`src/rtl/vga_timing_gen_pkg.sv`:
```
// Shared constants, types and helpers for the VGA raster timing generator.
package vga_timing_gen_pkg;

  localparam int unsigned CNT_W     = 12;
  localparam int unsigned MAX_TOTAL = 4096;

  // Standard 640x480@60 timing set.
  localparam int unsigned VGA640_H_VIS  = 640;
  localparam int unsigned VGA640_H_FP   = 16;
  localparam int unsigned VGA640_H_SYNC = 96;
  localparam int unsigned VGA640_H_BP   = 48;
  localparam int unsigned VGA640_V_VIS  = 480;
  localparam int unsigned VGA640_V_FP   = 10;
  localparam int unsigned VGA640_V_SYNC = 2;
  localparam int unsigned VGA640_V_BP   = 33;

  typedef enum logic [1:0] {StIdle, StWait, StGrant, StRevoke} grant_state_e;

  function automatic int unsigned axis_total(input int unsigned vis, input int unsigned fp,
                                             input int unsigned sync, input int unsigned bp);
    return vis + fp + sync + bp;
  endfunction

endpackage

```
`src/rtl/vga_timing_gen_if.sv`:
```
// Raster timing bundle: master is the generator, slave is the video/host consumer.
interface vga_timing_gen_if;
  import vga_timing_gen_pkg::*;

  logic             hostReq;
  logic             hostGrant;
  logic [CNT_W-1:0] hCount;
  logic [CNT_W-1:0] vCount;
  logic             hSync;
  logic             vSync;
  logic             vis;
  logic             frameStart;
  logic [7:0]       charCol;
  logic [7:0]       charRow;
  logic [3:0]       glyphCol;
  logic [3:0]       glyphRow;
  logic             prefetch;

  modport master (
    input  hostReq,
    output hostGrant, hCount, vCount, hSync, vSync, vis, frameStart,
           charCol, charRow, glyphCol, glyphRow, prefetch
  );

  modport slave (
    output hostReq,
    input  hostGrant, hCount, vCount, hSync, vSync, vis, frameStart,
           charCol, charRow, glyphCol, glyphRow, prefetch
  );

endinterface

```
`src/rtl/vga_timing_gen_axis.sv`:
```
// One raster axis: wrapping counter, visible/sync decode and a one-clock delayed output stage.
module vga_axis_counter
  import vga_timing_gen_pkg::*;
#(
  parameter int unsigned TOTAL      = 800,
  parameter int unsigned VIS        = 640,
  parameter int unsigned SYNC_START = 656,
  parameter int unsigned SYNC_LEN   = 96,
  parameter bit          POL        = 1'b0
) (
  input  logic             clk,
  input  logic             rst,
  input  logic             i_en,
  output logic [CNT_W-1:0] o_cnt,
  output logic             o_wrap,
  output logic             o_vis,
  output logic [CNT_W-1:0] o_pos,
  output logic             o_sync
);

  logic [CNT_W-1:0] r_cnt;
  logic [CNT_W-1:0] r_pos;
  logic             r_sync;
  logic             w_in_sync;

  assign o_cnt     = r_cnt;
  assign o_wrap    = i_en && (r_cnt == CNT_W'(TOTAL - 1));
  assign o_vis     = 32'(r_cnt) < VIS;
  assign w_in_sync = (32'(r_cnt) >= SYNC_START) && (32'(r_cnt) < SYNC_START + SYNC_LEN);
  assign o_pos     = r_pos;
  assign o_sync    = r_sync;

  always_ff @(posedge clk or posedge rst) begin
    if (rst) begin
      r_cnt  <= '0;
      r_pos  <= '0;
      r_sync <= ~POL;
    end else begin
      if (i_en) begin
        r_cnt <= o_wrap ? '0 : r_cnt + CNT_W'(1);
      end
      r_pos  <= r_cnt;
      r_sync <= w_in_sync ? POL : ~POL;
    end
  end

endmodule

```
`src/rtl/vga_timing_gen.sv`:
```
// Parametrised VGA raster timing generator with character coordinates, readout
// prefetch window and a vertical-blank VRAM grant for the host.
module vga_timing_gen
  import vga_timing_gen_pkg::*;
#(
  parameter int unsigned H_VIS     = VGA640_H_VIS,
  parameter int unsigned H_FP      = VGA640_H_FP,
  parameter int unsigned H_SYNC    = VGA640_H_SYNC,
  parameter int unsigned H_BP      = VGA640_H_BP,
  parameter int unsigned V_VIS     = VGA640_V_VIS,
  parameter int unsigned V_FP      = VGA640_V_FP,
  parameter int unsigned V_SYNC    = VGA640_V_SYNC,
  parameter int unsigned V_BP      = VGA640_V_BP,
  parameter bit          HSYNC_POL = 1'b0,
  parameter bit          VSYNC_POL = 1'b0,
  parameter int unsigned CHAR_W    = 8,
  parameter int unsigned CHAR_H    = 16,
  parameter int unsigned PREFETCH  = 3
) (
  input  logic              clk,
  input  logic              rst,
  vga_timing_gen_if.master  o_vga
);

  localparam int unsigned H_TOTAL = axis_total(H_VIS, H_FP, H_SYNC, H_BP);
  localparam int unsigned V_TOTAL = axis_total(V_VIS, V_FP, V_SYNC, V_BP);
  localparam int unsigned CW_LOG2 = $clog2(CHAR_W);

  if (H_TOTAL > MAX_TOTAL || V_TOTAL > MAX_TOTAL) begin : g_total_check
    $error("vga_timing_gen: H_TOTAL/V_TOTAL exceed 4096");
  end

  logic [CNT_W-1:0] w_h, w_v, w_h_pos, w_v_pos;
  logic             w_h_wrap, w_v_wrap, w_h_vis, w_v_vis, w_hsync, w_vsync;
  logic             w_vis, w_next_vis, w_pf;
  logic [3:0]       r_glyph_cnt;
  logic [7:0]       r_char_cnt;
  logic             r_vis, r_frame, r_pf;
  logic [7:0]       r_char_col, r_char_row;
  logic [3:0]       r_glyph_col, r_glyph_row;
  grant_state_e     r_state;

  vga_axis_counter #(
    .TOTAL(H_TOTAL), .VIS(H_VIS), .SYNC_START(H_VIS + H_FP), .SYNC_LEN(H_SYNC), .POL(HSYNC_POL)
  ) u_h_axis (
    .clk(clk), .rst(rst), .i_en(1'b1), .o_cnt(w_h), .o_wrap(w_h_wrap), .o_vis(w_h_vis),
    .o_pos(w_h_pos), .o_sync(w_hsync)
  );

  vga_axis_counter #(
    .TOTAL(V_TOTAL), .VIS(V_VIS), .SYNC_START(V_VIS + V_FP), .SYNC_LEN(V_SYNC), .POL(VSYNC_POL)
  ) u_v_axis (
    .clk(clk), .rst(rst), .i_en(w_h_wrap), .o_cnt(w_v), .o_wrap(w_v_wrap), .o_vis(w_v_vis),
    .o_pos(w_v_pos), .o_sync(w_vsync)
  );

  assign w_vis      = w_h_vis && w_v_vis;
  // Line V_TOTAL-1 fetches ahead for line 0 of the next frame.
  assign w_next_vis = (w_v == CNT_W'(V_TOTAL - 1)) || (32'(w_v) + 32'd1 < V_VIS);
  assign w_pf       = ((32'(w_h) >= H_TOTAL - PREFETCH) && w_next_vis) ||
                      ((32'(w_h) < H_VIS - PREFETCH) && w_v_vis);

  // Glyph/char row counters track the internal line, CHAR_H need not be a power of two.
  always_ff @(posedge clk or posedge rst) begin
    if (rst) begin
      r_glyph_cnt <= '0;
      r_char_cnt  <= '0;
    end else if (w_v_wrap) begin
      r_glyph_cnt <= '0;
      r_char_cnt  <= '0;
    end else if (w_h_wrap && w_v_vis) begin
      if (r_glyph_cnt == 4'(CHAR_H - 1)) begin
        r_glyph_cnt <= '0;
        r_char_cnt  <= r_char_cnt + 8'd1;
      end else begin
        r_glyph_cnt <= r_glyph_cnt + 4'd1;
      end
    end
  end

  always_ff @(posedge clk or posedge rst) begin
    if (rst) begin
      r_vis       <= 1'b0;
      r_frame     <= 1'b0;
      r_pf        <= 1'b0;
      r_char_col  <= '0;
      r_char_row  <= '0;
      r_glyph_col <= '0;
      r_glyph_row <= '0;
    end else begin
      r_vis       <= w_vis;
      r_frame     <= (w_h == '0) && (w_v == '0);
      r_pf        <= w_pf;
      r_char_col  <= w_vis ? 8'(w_h >> CW_LOG2) : 8'd0;
      r_glyph_col <= w_vis ? 4'(w_h & CNT_W'(CHAR_W - 1)) : 4'd0;
      r_char_row  <= w_vis ? r_char_cnt : 8'd0;
      r_glyph_row <= w_vis ? r_glyph_cnt : 4'd0;
    end
  end

  always_ff @(posedge clk or posedge rst) begin
    if (rst) begin
      r_state <= StIdle;
    end else begin
      unique case (r_state)
        StIdle:   if (o_vga.hostReq) r_state <= StWait;
        StWait: begin
          if (!o_vga.hostReq) begin
            r_state <= StIdle;
          end else if (32'(w_v) >= V_VIS && 32'(w_v) < V_TOTAL - 1) begin
            r_state <= StGrant;
          end
        end
        StGrant: begin
          if (!o_vga.hostReq) begin
            r_state <= StIdle;
          end else if (w_v == CNT_W'(V_TOTAL - 1) && w_h == '0) begin
            r_state <= StRevoke;
          end
        end
        StRevoke: if (!o_vga.hostReq) r_state <= StIdle;
        default:  r_state <= StIdle;
      endcase
    end
  end

  assign o_vga.hostGrant  = (r_state == StGrant);
  assign o_vga.hCount     = w_h_pos;
  assign o_vga.vCount     = w_v_pos;
  assign o_vga.hSync      = w_hsync;
  assign o_vga.vSync      = w_vsync;
  assign o_vga.vis        = r_vis;
  assign o_vga.frameStart = r_frame;
  assign o_vga.charCol    = r_char_col;
  assign o_vga.charRow    = r_char_row;
  assign o_vga.glyphCol   = r_glyph_col;
  assign o_vga.glyphRow   = r_glyph_row;
  assign o_vga.prefetch   = r_pf;

endmodule

```
`src/flat_wrapper.sv`:
```
// flat-port wrapper written by rule: the top's interface ports become plain ports
module vga_timing_gen_flat import vga_timing_gen_pkg::*;
#(
  parameter int unsigned H_VIS     = VGA640_H_VIS,
  parameter int unsigned H_FP      = VGA640_H_FP,
  parameter int unsigned H_SYNC    = VGA640_H_SYNC,
  parameter int unsigned H_BP      = VGA640_H_BP,
  parameter int unsigned V_VIS     = VGA640_V_VIS,
  parameter int unsigned V_FP      = VGA640_V_FP,
  parameter int unsigned V_SYNC    = VGA640_V_SYNC,
  parameter int unsigned V_BP      = VGA640_V_BP,
  parameter bit          HSYNC_POL = 1'b0,
  parameter bit          VSYNC_POL = 1'b0,
  parameter int unsigned CHAR_W    = 8,
  parameter int unsigned CHAR_H    = 16,
  parameter int unsigned PREFETCH  = 3
)
  (clk, rst, o_vga_hostReq, o_vga_hostGrant, o_vga_hCount, o_vga_vCount, o_vga_hSync, o_vga_vSync, o_vga_vis, o_vga_frameStart, o_vga_charCol, o_vga_charRow, o_vga_glyphCol, o_vga_glyphRow, o_vga_prefetch);
  vga_timing_gen_if o_vga_i ();
  input  logic clk;
  input  logic rst;
  input wire logic [$bits(o_vga_i.hostReq)-1:0] o_vga_hostReq;
  output wire logic [$bits(o_vga_i.hostGrant)-1:0] o_vga_hostGrant;
  output wire logic [$bits(o_vga_i.hCount)-1:0] o_vga_hCount;
  output wire logic [$bits(o_vga_i.vCount)-1:0] o_vga_vCount;
  output wire logic [$bits(o_vga_i.hSync)-1:0] o_vga_hSync;
  output wire logic [$bits(o_vga_i.vSync)-1:0] o_vga_vSync;
  output wire logic [$bits(o_vga_i.vis)-1:0] o_vga_vis;
  output wire logic [$bits(o_vga_i.frameStart)-1:0] o_vga_frameStart;
  output wire logic [$bits(o_vga_i.charCol)-1:0] o_vga_charCol;
  output wire logic [$bits(o_vga_i.charRow)-1:0] o_vga_charRow;
  output wire logic [$bits(o_vga_i.glyphCol)-1:0] o_vga_glyphCol;
  output wire logic [$bits(o_vga_i.glyphRow)-1:0] o_vga_glyphRow;
  output wire logic [$bits(o_vga_i.prefetch)-1:0] o_vga_prefetch;
  assign o_vga_i.hostReq = o_vga_hostReq;
  assign o_vga_hostGrant = o_vga_i.hostGrant;
  assign o_vga_hCount = o_vga_i.hCount;
  assign o_vga_vCount = o_vga_i.vCount;
  assign o_vga_hSync = o_vga_i.hSync;
  assign o_vga_vSync = o_vga_i.vSync;
  assign o_vga_vis = o_vga_i.vis;
  assign o_vga_frameStart = o_vga_i.frameStart;
  assign o_vga_charCol = o_vga_i.charCol;
  assign o_vga_charRow = o_vga_i.charRow;
  assign o_vga_glyphCol = o_vga_i.glyphCol;
  assign o_vga_glyphRow = o_vga_i.glyphRow;
  assign o_vga_prefetch = o_vga_i.prefetch;
  vga_timing_gen #(.H_VIS(H_VIS), .H_FP(H_FP), .H_SYNC(H_SYNC), .H_BP(H_BP), .V_VIS(V_VIS), .V_FP(V_FP), .V_SYNC(V_SYNC), .V_BP(V_BP), .HSYNC_POL(HSYNC_POL), .VSYNC_POL(VSYNC_POL), .CHAR_W(CHAR_W), .CHAR_H(CHAR_H), .PREFETCH(PREFETCH)) u_core (.clk(clk), .rst(rst), .o_vga(o_vga_i));
endmodule
```
`config.mk`:
```
export PLATFORM = sky130hd
export DESIGN_NAME = vga_timing_gen_flat
export DESIGN_NICKNAME = d
export VERILOG_FILES = /design/src/rtl/vga_timing_gen_pkg.sv /design/src/rtl/vga_timing_gen_if.sv /design/src/rtl/vga_timing_gen_axis.sv /design/src/rtl/vga_timing_gen.sv /design/src/flat_wrapper.sv
export SDC_FILE = /design/constraint.sdc
export NUM_CORES = 1
export LEC_CHECK = 0
export CAP_MARGIN = 20
export CORE_MARGIN = 2
export CORE_UTILIZATION = 48
export DETAILED_ROUTE_END_ITERATION = 10
export GPL_ROUTABILITY_DRIVEN = 0
export GPL_TIMING_DRIVEN = 0
export PLACE_DENSITY_LB_ADDON = 0.25
export SETUP_SLACK_MARGIN = 0.5
export SKIP_LAST_GASP = 1
export SYNTH_ARGS = -nofsm -noshare
export SYNTH_HDL_FRONTEND = slang
export SYNTH_SLANG_ARGS = --single-unit
```
`constraint.sdc`:
```
create_clock -name clk -period 2.8 [get_ports clk]
set_input_delay 0.28 -clock clk [delete_from_list [all_inputs] [get_ports clk]]
set_output_delay 0.28 -clock clk [all_outputs]
set_load 0.1 [all_outputs]
```
==> metrics.txt <==
Max-slew headroom=33.9%; dpl ws=0.115 ns; 1st-iter DRT viols=148; CP max FO=10; PnR Total Power=2.34 mW; GR Util All Layers=20.1%; count of different cell masters after synthesis=47; Mapped Area=3750 um2; Worst Setup End Kind=register; vias in the first global route=2773; Sequential Area=2260 um2; IO buf count=55; top-area cell type share of the netlist area=58.7%; Die H=92.4 um; # rows=32; tightest hold margin=0.237 ns; CP required=3.07 ns; FILL cells=590; Worst-path clk slew=0.09 ns; latest clock arrival within the worst-skew pair=0.36 ns; DRC=0; Ys Warns=0; Top FF cell, synth=dfrtp_1; Root Buffer=clkbuf_8; CTS tree=yes; Syn Inst Count=340; flop-to-flop setup slack=0.58 ns; Synth async-reset ratio=100%; Vias/cell=5.44; synth-to-layout area growth=30.2%; WP buf/inv=2; Final period util=79.4%; top cells by area, synth=dfrtp_1, o21ai_1, and2_1; share of layout cells above drive strength 1=15.7%; max incr delay on CP=0.57 ns; cts hold-fix bufs=0; hpwl dp=5200 um; PD cells=479 nW/um2; VDD IR-drop max=0.216 mV; Final setup viols=0; antenna-violating nets left=0; multi-input logic area=1430 um2; Hold WC Path Type=in2async; initial antenna violation count=0; fmax=450 MHz; arrival time at the worst endpoint=2.49 ns; area of the die=8530 um2; I/O pins=57; first-pass detailed-route iteration total=5; Final min period=2.22 ns; nature of the critical path startpoint=register; final worst slack=0.576 ns; Final Hold Viols=0; sum of negative setup slack=0 ns; Final Instance Count excl. Fillers=529; dpl cell area=4470 um2; CP Class=reg2reg; dpl cells=500; Initial Util=49.0%; Avg Synthesized Cell Area=11.0 um2; Clock Skew=0.00941 ns; wire per inst=14.8 um; Max Cap Violations=0; worst-path cell chain=buf_6 -> or3_4 -> or4_4 -> nor2_2 -> buf_6 -> nand2_1 -> o31ai_2; total CTS buffers=9; antenna diode count=0; fin util=63.8%; crit-path most repeated cell=buf_6; status=completed; RSZ-0062 raised after global routing=true; post-synth top area cell=dfrtp_1; fin area=4880 um2; worst-margin pin slew=0.988 ns; Seq/Total Area, Yosys=60.1%; Final Max Tran Viols=0; # nets final=434; core footprint=7650 um2; FF+latch count, synth=90; Die X-Extent=92.4 um; DRT Wirelength=7820 um; crit path max-delay cell type=or4_4; largest net degree at the start of global routing=40; detailed-route via count=2880; Crit path max-delay family=simple AND/OR/NAND/NOR gates; Pleak=2.17 nW; CTS max path bufs=2; clock sinks=90; EDFF count, synth=0; H-tree levels=3; GRT Residual Overflow=0; first-pass GRT wire length=13500 um
[power by group]
part | total (mW) | internal, mW | switching [mW]
Combinational | 0.0487 | 0.0117 | 0.0371
Clock | 0.987 | 0.528 | 0.459
Sequential | 1.30 | 1.30 | 0.000763
Total | 2.34 | 1.84 | 0.497
[layout make-up]
cell class              count  share of cell area (%)
clock inverters             6                    1.82
plain buffers              19                    2.38
repair buffers             70                    14.0
inverters                  10                   0.846
well taps                 102                    2.62
flip-flops and latches     90                    46.3
multi-input cells         222                    29.2
clock buffers              10                    2.82
[sequential cells by signal, indices dropped and copies added (netlist names), 2 cells and up]
| register | count |
|---|---|
| u_core.u_h_axis.o_cnt | 12 |
| u_core.u_v_axis.o_cnt | 12 |
| u_core.r_state | 2 |
| u_core.r_glyph_cnt | 4 |
| u_core.o_vga.charRow | 8 |
| u_core.u_h_axis.o_pos | 12 |
| u_core.u_v_axis.o_pos | 12 |
| u_core.o_vga.glyphRow | 4 |
| u_core.r_char_cnt | 8 |
| u_core.o_vga.glyphCol | 3 |
| u_core.o_vga.charCol | 8 |
[what timing repair did]
item                                    in CTS  in global routing
gates resized for setup                     11                 20
pin swaps                                    0                  3
setup buffers                                1                 12
endpoints found under the setup margin      40                 42
[cells in the final DEF, fill, tap and decap left out, types with 3 or more instances in the layout]
master	synthesis	final
nand4_1	10	10
buf_6	1	4
and2_1	22	22
clkbuf_2	0	5
nand3_1	17	17
a21oi_1	9	9
xor2_1	6	6
ha_1	9	9
clkbuf_1	12	7
clkdlybuf4s50_1	0	52
nor3_1	9	7
clkbuf_8	0	10
nand2_1	28	28
or3_1	5	5
o21ai_0	9	9
buf_4	2	14
inv_1	10	8
dfrtp_2	0	3
xnor2_1	4	4
dlygate4sd2_1	0	3
dfrtp_1	88	85
mux2_2	3	3
nor2_1	17	17
a31oi_1	6	6
clkinvlp_4	0	3
o21ai_1	32	32
nor4_1	4	3
[Yosys cell counts, types with 2 or more instances]
master and count:
a21oi_1 9, nor4_1 4, nor2b_1 2, dfstp_2 2, xor2_1 6, a32o_1 2
ha_1 9, inv_1 10, mux2_2 3, o21ai_1 32, nor2_1 17, buf_4 2
clkbuf_1 12, o31ai_2 2, nor4b_2 2, buf_2 3, and4_1 2, and3_1 2
a31oi_1 6, nand3_1 17, nor3_1 9, or3_1 5, o21ai_0 9, nand4_1 10
dfrtp_1 88, or4b_1 2, and2_1 22, xnor2_1 4, nor4_2 2, nand2_1 28
[cell families after synthesis]
family / count (synthesis) / share of synthesized area (%)
flip-flops: 90 / 60.1
XOR/XNOR: 10 / 2.34
adder cells (fa/ha/maj): 9 / 3.00
multiplexers: 4 / 1.17
AO/OA/AOI/OAI: 67 / 10.5
buffers and inverters: 29 / 3.40
AND/OR/NAND/NOR: 130 / 19.3
other: 1 / 0.100
[worst reg2reg max path, cell delays in order (launching register included)]
cell and delay (ns):
dfrtp_1 0.40, buf_6 0.14, or3_4 0.41, or4_4 0.57, nor2_2 0.16, buf_6 0.16, nand2_1 0.09, o31ai_2 0.20
[metal layers]
metal  track usage [%]  share of wire [%]
met5                 0                  0
met4              10.1                2.9
met3              5.04                5.7
met1              27.9                 44
met2              29.6                 48
[worst paths after layout]
check	end	startpoint	cells past startpoint
max reg2reg	u_core.u_v_axis.o_cnt[9]	u_core.u_h_axis.o_cnt[7]	7
max in group asynchronous	u_core.u_v_axis.o_sync	rst	3
min	u_core.o_vga.vis	rst	2
max	u_core.u_v_axis.o_cnt[9]	u_core.u_h_axis.o_cnt[7]	7
min in group clk	u_core.u_h_axis.o_pos[9]	u_core.u_h_axis.o_cnt[9]	0
min reg2reg	u_core.u_h_axis.o_pos[9]	u_core.u_h_axis.o_cnt[9]	0
Power figures use the tool's default switching activity.
